===== src/rtl/sdpram_fifo_ctrl_pkg.sv =====
// Shared constants for the SDP-RAM FIFO controller and its output buffer.
// The RAM read latency sets both the in-flight pipeline length and the buffer depth.
package fifo_pkg;

    localparam int RD_LAT     = 3;
    localparam int OBUF_DEPTH = RD_LAT + 2;
    localparam int OBUF_CNT_W = $clog2(OBUF_DEPTH + 1);

    // One extra wrap bit so a full RAM region is distinguishable from an empty one.
    function automatic int ptr_width(input int depth);
        return $clog2(depth) + 1;
    endfunction

endpackage


===== src/rtl/sdpram_fifo_ctrl_if.sv =====
// Producer/consumer stream handshake of the FIFO controller.
// The controller uses the slave view; the environment driving it uses the master view.
interface sdpram_fifo_ctrl_if #(
    parameter int DATA_WIDTH = 8
);

    logic                  s_valid;
    logic                  s_ready;
    logic [DATA_WIDTH-1:0] s_data;
    logic                  m_valid;
    logic                  m_ready;
    logic [DATA_WIDTH-1:0] m_data;

    modport slave (
        input  s_valid, s_data, m_ready,
        output s_ready, m_valid, m_data
    );

    modport master (
        output s_valid, s_data, m_ready,
        input  s_ready, m_valid, m_data
    );

endinterface


===== src/rtl/sdpram_fifo_obuf.sv =====
// Small circular buffer catching words returned by the RAM; head word is held in
// a register so the consumer sees a flop output that is stable under back-pressure.
module sdpram_fifo_obuf
    import fifo_pkg::*;
#(
    parameter int DATA_WIDTH = 8
) (
    input  logic                  clk,
    input  logic                  rst,
    input  logic                  clr,
    input  logic                  push_i,
    input  logic [DATA_WIDTH-1:0] push_data_i,
    input  logic                  pop_i,
    output logic [OBUF_CNT_W-1:0] count_o,
    output logic                  valid_o,
    output logic [DATA_WIDTH-1:0] head_o
);

    localparam int IDX_W = $clog2(OBUF_DEPTH);
    typedef logic [IDX_W-1:0] idx_t;

    logic [DATA_WIDTH-1:0] mem_q [OBUF_DEPTH];
    idx_t                  wr_q, wr_d, rd_q, rd_d;
    logic [OBUF_CNT_W-1:0] cnt_q, cnt_d;
    logic [DATA_WIDTH-1:0] head_q, head_d;
    logic                  do_push, do_pop;

    function automatic idx_t next_idx(input idx_t i);
        return (i == idx_t'(OBUF_DEPTH - 1)) ? '0 : i + idx_t'(1);
    endfunction

    // A push into a buffer that is empty after this edge's pop becomes the new head directly.
    always_comb begin
        do_pop  = pop_i && (cnt_q != '0);
        do_push = push_i && (cnt_q != OBUF_CNT_W'(OBUF_DEPTH));
        wr_d    = do_push ? next_idx(wr_q) : wr_q;
        rd_d    = do_pop ? next_idx(rd_q) : rd_q;
        cnt_d   = cnt_q + OBUF_CNT_W'(do_push) - OBUF_CNT_W'(do_pop);
        head_d  = head_q;
        if (do_push && (wr_q == rd_d)) begin
            head_d = push_data_i;
        end else if (cnt_d != '0) begin
            head_d = mem_q[rd_d];
        end
    end

    always_ff @(posedge clk or negedge rst) begin
        if (!rst) begin
            wr_q   <= '0;
            rd_q   <= '0;
            cnt_q  <= '0;
            head_q <= '0;
        end else if (clr) begin
            wr_q   <= '0;
            rd_q   <= '0;
            cnt_q  <= '0;
            head_q <= '0;
        end else begin
            wr_q   <= wr_d;
            rd_q   <= rd_d;
            cnt_q  <= cnt_d;
            head_q <= head_d;
        end
    end

    always_ff @(posedge clk) begin
        if (do_push) begin
            mem_q[wr_q] <= push_data_i;
        end
    end

    assign count_o = cnt_q;
    assign valid_o = (cnt_q != '0);
    assign head_o  = head_q;

endmodule


===== src/rtl/sdpram_fifo_ctrl.sv =====
// FIFO control stage in front of a simple dual-port RAM: pointers, occupancy and
// read-ahead issue, with the fixed RAM read latency absorbed by the output buffer.
module sdpram_fifo_ctrl
    import fifo_pkg::*;
#(
    parameter  int DATA_WIDTH = 8,
    parameter  int MEM_DEPTH  = 16,
    localparam int ADDR_WIDTH = $clog2(MEM_DEPTH)
) (
    input  logic                  clk,
    input  logic                  rst,
    input  logic                  clr,
    sdpram_fifo_ctrl_if.slave     bus,
    output logic [ADDR_WIDTH:0]   count,
    output logic                  empty,
    output logic                  full,
    output logic                  ram_wena,
    output logic [ADDR_WIDTH-1:0] ram_addra,
    output logic [DATA_WIDTH-1:0] ram_dina,
    output logic                  ram_renb,
    output logic [ADDR_WIDTH-1:0] ram_addrb,
    input  logic [DATA_WIDTH-1:0] ram_doutb
);

    localparam int PTR_W  = ptr_width(MEM_DEPTH);
    localparam int CNT_W  = ADDR_WIDTH + 1;
    localparam int INF_W  = $clog2(RD_LAT + 1);
    localparam int PEND_W = OBUF_CNT_W + 1;
    typedef logic [PTR_W-1:0] ptr_t;

    ptr_t                  wptr_q, wptr_d, rptr_q, rptr_d, ram_level;
    logic [RD_LAT-1:0]     v_q, v_d;
    logic [CNT_W-1:0]      count_q, count_d;
    logic [OBUF_CNT_W-1:0] obuf_count;
    logic [INF_W-1:0]      inflight;
    logic [PEND_W-1:0]     pending;
    logic                  accept, issue, pop;

    // Issue depends only on registered state, so every in-flight word is guaranteed a buffer slot.
    always_comb begin
        ram_level = wptr_q - rptr_q;
        full      = (ram_level == ptr_t'(MEM_DEPTH));
        accept    = bus.s_valid && bus.s_ready;
        inflight  = INF_W'($countones(v_q));
        pending   = PEND_W'(obuf_count) + PEND_W'(inflight);
        issue     = (ram_level != '0) && (pending < PEND_W'(OBUF_DEPTH));
        pop       = bus.m_valid && bus.m_ready;
        wptr_d    = accept ? wptr_q + ptr_t'(1) : wptr_q;
        rptr_d    = issue ? rptr_q + ptr_t'(1) : rptr_q;
        v_d       = {v_q[RD_LAT-2:0], issue};
        count_d   = count_q + CNT_W'(accept) - CNT_W'(pop);
    end

    always_ff @(posedge clk or negedge rst) begin
        if (!rst) begin
            wptr_q  <= '0;
            rptr_q  <= '0;
            v_q     <= '0;
            count_q <= '0;
        end else if (clr) begin
            wptr_q  <= '0;
            rptr_q  <= '0;
            v_q     <= '0;
            count_q <= '0;
        end else begin
            wptr_q  <= wptr_d;
            rptr_q  <= rptr_d;
            v_q     <= v_d;
            count_q <= count_d;
        end
    end

    sdpram_fifo_obuf #(
        .DATA_WIDTH (DATA_WIDTH)
    ) u_obuf (
        .clk         (clk),
        .rst         (rst),
        .clr         (clr),
        .push_i      (v_q[RD_LAT-1]),
        .push_data_i (ram_doutb),
        .pop_i       (pop),
        .count_o     (obuf_count),
        .valid_o     (bus.m_valid),
        .head_o      (bus.m_data)
    );

    assign bus.s_ready = rst && !full;
    assign ram_wena    = accept;
    assign ram_addra   = wptr_q[ADDR_WIDTH-1:0];
    assign ram_dina    = bus.s_data;
    assign ram_renb    = issue;
    assign ram_addrb   = rptr_q[ADDR_WIDTH-1:0];
    assign count       = count_q;
    assign empty       = (count_q == '0);

endmodule

===== src/flat_wrapper.sv =====
// flat-port wrapper written by rule: the top's interface ports become plain ports
module sdpram_fifo_ctrl_flat import fifo_pkg::*;
#(
    parameter  int DATA_WIDTH = 8,
    parameter  int MEM_DEPTH  = 16,
    localparam int ADDR_WIDTH = $clog2(MEM_DEPTH)
)
  (clk, rst, clr, count, empty, full, ram_wena, ram_addra, ram_dina, ram_renb, ram_addrb, ram_doutb, bus_s_valid, bus_s_data, bus_m_ready, bus_s_ready, bus_m_valid, bus_m_data);
  sdpram_fifo_ctrl_if #(.DATA_WIDTH(DATA_WIDTH)) bus_i ();
  input  logic clk;
  input  logic rst;
  input  logic clr;
  output logic [ADDR_WIDTH:0] count;
  output logic empty;
  output logic full;
  output logic ram_wena;
  output logic [ADDR_WIDTH-1:0] ram_addra;
  output logic [DATA_WIDTH-1:0] ram_dina;
  output logic ram_renb;
  output logic [ADDR_WIDTH-1:0] ram_addrb;
  input  logic [DATA_WIDTH-1:0] ram_doutb;
  input wire logic [$bits(bus_i.s_valid)-1:0] bus_s_valid;
  input wire logic [$bits(bus_i.s_data)-1:0] bus_s_data;
  input wire logic [$bits(bus_i.m_ready)-1:0] bus_m_ready;
  output wire logic [$bits(bus_i.s_ready)-1:0] bus_s_ready;
  output wire logic [$bits(bus_i.m_valid)-1:0] bus_m_valid;
  output wire logic [$bits(bus_i.m_data)-1:0] bus_m_data;
  assign bus_i.s_valid = bus_s_valid;
  assign bus_i.s_data = bus_s_data;
  assign bus_i.m_ready = bus_m_ready;
  assign bus_s_ready = bus_i.s_ready;
  assign bus_m_valid = bus_i.m_valid;
  assign bus_m_data = bus_i.m_data;
  sdpram_fifo_ctrl #(.DATA_WIDTH(DATA_WIDTH), .MEM_DEPTH(MEM_DEPTH)) u_core (.clk(clk), .rst(rst), .clr(clr), .bus(bus_i), .count(count), .empty(empty), .full(full), .ram_wena(ram_wena), .ram_addra(ram_addra), .ram_dina(ram_dina), .ram_renb(ram_renb), .ram_addrb(ram_addrb), .ram_doutb(ram_doutb));
endmodule

===== config.mk =====
export PLATFORM = sky130hd
export DESIGN_NAME = sdpram_fifo_ctrl_flat
export DESIGN_NICKNAME = d
export VERILOG_FILES = /design/src/rtl/sdpram_fifo_ctrl_pkg.sv /design/src/rtl/sdpram_fifo_ctrl_if.sv /design/src/rtl/sdpram_fifo_obuf.sv /design/src/rtl/sdpram_fifo_ctrl.sv /design/src/flat_wrapper.sv
export SDC_FILE = /design/constraint.sdc
export NUM_CORES = 1
export LEC_CHECK = 0
export ABC_AREA = 0
export BUFFER_PORTS_ARGS = -buffer_cell sky130_fd_sc_hd__buf_4
export CAP_MARGIN = 20
export CORE_UTILIZATION = 23
export CTS_CLUSTER_DIAMETER = 150
export DETAILED_ROUTE_END_ITERATION = 7
export PLACE_DENSITY = 0.5
export SLEW_MARGIN = 20
export SYNTH_ARGS = -nofsm -noshare
export SYNTH_HDL_FRONTEND = slang
export SYNTH_SLANG_ARGS = --single-unit

===== constraint.sdc =====
create_clock -name clk -period 4 [get_ports clk]
set_input_delay 1 -clock clk [delete_from_list [all_inputs] [get_ports clk]]
set_output_delay 1 -clock clk [all_outputs]
set_load 0.02 [all_outputs]

Word level (Yosys, flattened, before mapping)

Memories as Yosys holds them, arrays and structs flattened.
Cells that the tools add are included.
W data, S select, Z words.

Register bits: 35
Memory bits (writable): 40
Output and inout port bits: 35
Word-level logic and storage cells: 61
Memories kept: 1

Add/sub/neg operators: 12
$lt $le $gt $ge: 1
Eq/ne operators: 5
Multiplexer cells: 18
Reductions and logical operators: 16

Memories:

| name                | depth | bits a word | rd ports | clocked after Yosys merged registers in | wr ports | line                   | text |
|---|---|---|---|---|---|---|---|
| u_core.u_obuf.mem_q | 5     | 8           | 1        | 0                                       | 1        | sdpram_fifo_obuf.sv:22 | `logic [DATA_WIDTH-1:0] mem_q [OBUF_DEPTH];` |

Operators by type and width:

| operator              | number |
|---|---|
| $mux W5               | 5 |
| $mux W3               | 8 |
| $mux W8               | 3 |
| $add A5 B1 Y5 const B | 2 |
| $reduce_bool A3 Y1    | 3 |
| $logic_and A1 B1 Y1   | 7 |
| $add A3 B1 Y3 const B | 2 |
| $eq A3 B3 Y1 const B  | 2 |
| $reduce_bool A2 Y1    | 3 |
| $add A5 B1 Y5         | 1 |
| $eq A5 B5 Y1 const B  | 1 |
| $logic_not A5 Y1      | 1 |
| $reduce_bool A5 Y1    | 1 |
| $sub A5 B1 Y5         | 1 |
| $sub A5 B5 Y5         | 1 |
| $add A3 B2 Y4         | 1 |
| $lt A4 B3 Y1 const B  | 1 |
| $add A3 B1 Y3         | 1 |
| $eq A3 B3 Y1          | 1 |
| $ne A3 B3 Y1 const B  | 1 |
| $sub A3 B1 Y3         | 1 |
| $add A1 B1 Y2         | 1 |
| $add A2 B1 Y2         | 1 |
| $mux W1               | 2 |
| $logic_not A1 Y1      | 1 |

Longest topological paths before layout

Word-level depth: 8
Depth in mapped cells: 13
Mapped depth without buffers: 13

Modules after synthesis

Synthesis repeated with hierarchy kept, for this count alone.

Cell total of the unflattened synthesis: 346
Area, all modules: 4,031.4 sq um

By module, submodules not included:

| module           | times used | cells an instance | area each (sq um) | sequential area each (sq um) |
|---|---|---|---|---|
| sdpram_fifo_obuf | 1          | 198               | 2,597.5           | 1,626.6 |
| sdpram_fifo_ctrl | 1          | 148               | 1,433.9           | 450.4 |

Worst setup path before layout

OpenSTA, ideal clock, no wires.

Path type: reg2out
From: register u_core.u_obuf.cnt_q[0], in the netlist u_core.u_obuf.count_o[0]
To: output port ram_renb
Data arrival time: 2.517 ns
Data required time: 3.000 ns
Setup slack: 0.483 ns
Stages on the path, launching flop included: 10
Path buffers: 0
Cells stage by stage: dfrtp_1 > fa_1 > ha_1 > inv_1 > fa_1 > nand2b_1 > a221o_1 > a22oi_1 > o31ai_2 > inv_1

Cells in the longest elaborated chain, start to end: 3

Ends and longest elaborated chain:

| element                | line                   | text |
|---|---|---|
| from (decl)            | sdpram_fifo_obuf.sv:24 | `logic [OBUF_CNT_W-1:0] cnt_q, cnt_d;` |
| from (signal assigned) | sdpram_fifo_obuf.sv:61 | `cnt_q <= cnt_d;` |
| $add A3 B2 Y4          | sdpram_fifo_ctrl.sv:45 | `pending = PEND_W'(obuf_count) + PEND_W'(inflight);` |
| $lt A4 B3 Y1           | sdpram_fifo_ctrl.sv:46 | `issue = (ram_level != '0) && (pending < PEND_W'(OBUF_DEPTH));` |
| $logic_and A1 B1 Y1    | sdpram_fifo_ctrl.sv:46 |  |
| to (decl)              | flat_wrapper.sv:19     | `output logic ram_renb;` |

Every way passes these cells.

Worst setup path in the final report

Ends and elaborated chain as after synthesis.

==> results.sh <==
export IMPL_relSlewSlack_pct=43.9
export IMPL_detail_route_iter0_violations=90
export IMPL_pin_count=56
export IMPL_p_total_uw=3390
export IMPL_ys_ff_latch=75
export IMPL_drc=0
export IMPL_grt_overflow_total=0
export IMPL_seqPwrFrac_pct=30.3
export IMPL_groute_usage_overall_pct=9.86
export IMPL_startpoint="u_core.u_obuf.count_o[0]"
export IMPL_finalMaxSlewViolations=0
export IMPL_clk_insertion_delay_late_ns=0.34
export IMPL_synth_async_reset_ratio_pct=46.7
export IMPL_port_buffers=39
export IMPL_h_tree_depth=3
export IMPL_clock_root_buffer="clkbuf_16"
export IMPL_antenna_cells=0
export IMPL_nFillCells=1728
export IMPL_timing_rr_start="u_core.wptr_q[1]"
export IMPL_p_int_uw=2170
export IMPL_start_kind="flop"
export IMPL_crit_fanout=5
export IMPL_swShare_pct=36.0
export IMPL_synth_simple_area_share_pct=10.1
export IMPL_synth_compound_area_share_pct=14.0
export IMPL_synth_top_family_by_area="compound AO/OA/AOI/OAI gates"
export IMPL_fmax_mhz=256
export IMPL_crit_end="ram_renb"
export IMPL_start_util_pct=23.5
export IMPL_critPathCaptureType="output pin"
export IMPL_rrSetupSlack_ns=0.68
export IMPL_syn_area_sq_um=3860
export IMPL_synth_area_leader_cell="edfxtp_1"
export IMPL_synth_flop_cell="edfxtp_1"
export IMPL_synth_most_common_cell="edfxtp_1"
export IMPL_grt_pass1_vias=2571
export IMPL_seq_area_sq_um=2080
export IMPL_fin_cells=577
export IMPL_cts_made_buffers=9
export IMPL_r2r_end="u_core.count[4]"
export IMPL_critical_path_required_ns=3.00
export IMPL_hp_class="reg2reg"
export IMPL_crit_arrival_ns=2.91
export IMPL_clkSinkCount=75
export IMPL_synth_xor_area_share_pct=2.49
export IMPL_die_x_um=132
export IMPL_worstSetupPathType="reg2out"
export IMPL_coreArea_sq_um=16500
export IMPL_min_period_over_period_pct=97.7
export IMPL_postSynthAreaPerCell_sq_um=12.1
export IMPL_clkTransAtPathRegs_ns=0.06
export IMPL_powerDensity_nw_per_um2=731
export IMPL_grt_max_degree=40
export IMPL_antenna_found_initial=0
export IMPL_pwr_share_clk_pct=25.6
export IMPL_firstDrtPassIters=4
export IMPL_rows=47
export IMPL_reg2reg_depth=12
export IMPL_syn_num_nets=364
export IMPL_status="finished, final reports clean"
export IMPL_seq_area_frac_synth_pct=53.8
export IMPL_maxCapViolCount=0
export IMPL_layout_drive_gt1_share_pct=22.1
export IMPL_p_comb_share_pct=44.1
export IMPL_worstHoldStart="u_core.u_obuf.head_o[6]"
export IMPL_synth_mux_area_share_pct=4.37
export IMPL_avgViaCountPerCell=4.24
export IMPL_yosysUniqueCellTypes=55
export IMPL_switchingPower_uw=1220
export IMPL_dieArea_sq_um=17300
export IMPL_dp_cells=561
export IMPL_post_cts_buffers=0
export IMPL_gp_congestion=0.728
export IMPL_worstMarginPinSlew_ns=0.842
export IMPL_num_vias=2447
export IMPL_clk_path_buf_depth=2
export IMPL_p_leak_uw=0.00190
export IMPL_max_vdd_ir_drop_v=0.000306
export IMPL_setup_viol_count_final=0
export IMPL_dp_hpwl_mm=5.24
export IMPL_die_y_um=132
export IMPL_fin_tns_setup_ns=0
export IMPL_hold_viol=0
export IMPL_grt_first_pass_wirelength_mm=13.3
export IMPL_period_minus_slack_ns=3.91
export IMPL_yosys_top_cells_count="40 x edfxtp_1, 35 x dfrtp_1, 30 x a21oi_1, 23 x nor2_1, 22 x inv_1"
export IMPL_routed_wl_mm=7.85
export IMPL_synth_area_top_cells="edfxtp_1 31%, dfrtp_1 23%, ha_1 6.5%"
export IMPL_final_net_count=397
export IMPL_routedWlPerCell_um=13.6
export IMPL_yosys_warnings=0
export IMPL_multi_input_area_sq_um=1530
export IMPL_synth_top_cell_area_share_pct=31.1
export IMPL_skew_ns=0.00904
export IMPL_synthAdderAreaFrac_pct=8.55
export IMPL_final_antenna_net_count=0
export IMPL_syn_inst=319
export IMPL_area_delta_synth_final_pct=20.2
export IMPL_cts_tree="built"
export IMPL_synth_edf_count=40
[cell type report]
cell class                 count  share of cell area [%]
inverter                      23                    1.86
sequential                    75                    44.7
clock buffer                  10                    4.93
multi-input combinational    196                    33.0
tap                          220                    5.93
timing repair buffer          47                    7.60
clock inverter                 6                    1.94
[state kept, by name, indices dropped and copies added, names as in the netlist]
name                   cells
u_core.wptr_q              5
u_core.u_obuf.wr_q         3
u_core.u_obuf.rd_q         3
u_core.u_obuf.head_o       8
u_core.rptr_q              5
u_core.v_q                 3
u_core.count               5
u_core.u_obuf.mem_q       40
u_core.u_obuf.count_o      3
[power by group through the flow]
stage	combinational (uW)	clock, uW	sequential (uW)
after floorplan	1070	0	1080
after global placement	1480	0	1040
after detailed placement	1500	0	1040
after CTS	1510	896	1030
after global routing	1680	928	1050
final	1500	869	1030
[layer usage]
layer  global-route usage (%)  wire (um)  share of wire, %  up-vias
met5                        0          0                 0        -
met2                     15.5       3630                46       48
met4                     3.04         95               1.2        0
li1                         -          -                 -     1205
met3                     3.16        353               4.5        9
met1                     12.8       3770                48     1185
[worst max-delay path, cell delays in order (launching register included)]
cell	delay, ns
dfrtp_2	0.45
fa_1	0.54
ha_2	0.19
inv_1	0.05
fa_1	0.47
nand2b_1	0.09
a221o_1	0.32
a22oi_2	0.17
o31ai_2	0.10
inv_1	0.07
buf_4	0.13
[kinds of logic (layout without fill, tap and decap cells)]
| family | after synthesis | after routing |
|---|---|---|
| mux | 15 | 15 |
| compound gates | 75 | 75 |
| flops | 75 | 75 |
| simple gates | 71 | 71 |
| buf+inv | 48 | 86 |
| fa+ha+maj | 24 | 24 |
| xor+xnor | 11 | 11 |
[cells in the final DEF, fill, tap and decap left out, types with 3 or more instances in the layout]
| master | instances |
|---|---|
| inv_1 | 22 |
| a21oi_1 | 30 |
| or3_1 | 5 |
| xnor2_1 | 8 |
| o2bb2ai_1 | 8 |
| clkbuf_16 | 9 |
| nor2_1 | 23 |
| mux2i_1 | 11 |
| dfrtp_1 | 34 |
| xor2_1 | 3 |
| ha_1 | 19 |
| nor4_1 | 3 |
| nand3_1 | 3 |
| nor2b_1 | 10 |
| o21ai_0 | 5 |
| a2bb2oi_1 | 8 |
| buf_4 | 47 |
| fa_1 | 4 |
| a221oi_1 | 7 |
| edfxtp_1 | 40 |
| nand2_1 | 6 |
| nand2b_1 | 10 |
[what timing repair did]
item                                    in CTS  in global routing
hold buffers                                 0                  0
endpoints found under the setup margin       0                  1
gates resized for setup                      0                  3
[metrics by stage]
stage / worst slack, ns / instance area, sq um / hold WS, ns / util [%]
CTS: 0.0153 / 4640 / 0.495 / 28.2
finish: 0.0918 / 4640 / 0.487 / 28.2
global placement: 0.417 / 4320 / 0.472 / 26.2
floorplan: 0.483 / 3860 / 0.471 / -
detailed placement: 0.389 / 4320 / 0.477 / 26.2
global route: -0.0180 / 4640 / 0.509 / 28.2
[worst min-delay path by stage]
stage	slack [ns]	endpoint	cells past startpoint
after global routing	0.51	u_core.u_obuf.head_o[6]	1
final	0.49	u_core.u_obuf.head_o[6]	1
after CTS	0.50	u_core.u_obuf.head_o[6]	1
after floorplan	0.47	u_core.v_q[2]	1
after detailed placement	0.48	u_core.u_obuf.head_o[6]	1
after global placement	0.47	u_core.u_obuf.head_o[3]	1
Note: power is estimated with default switching activity, not from simulation.
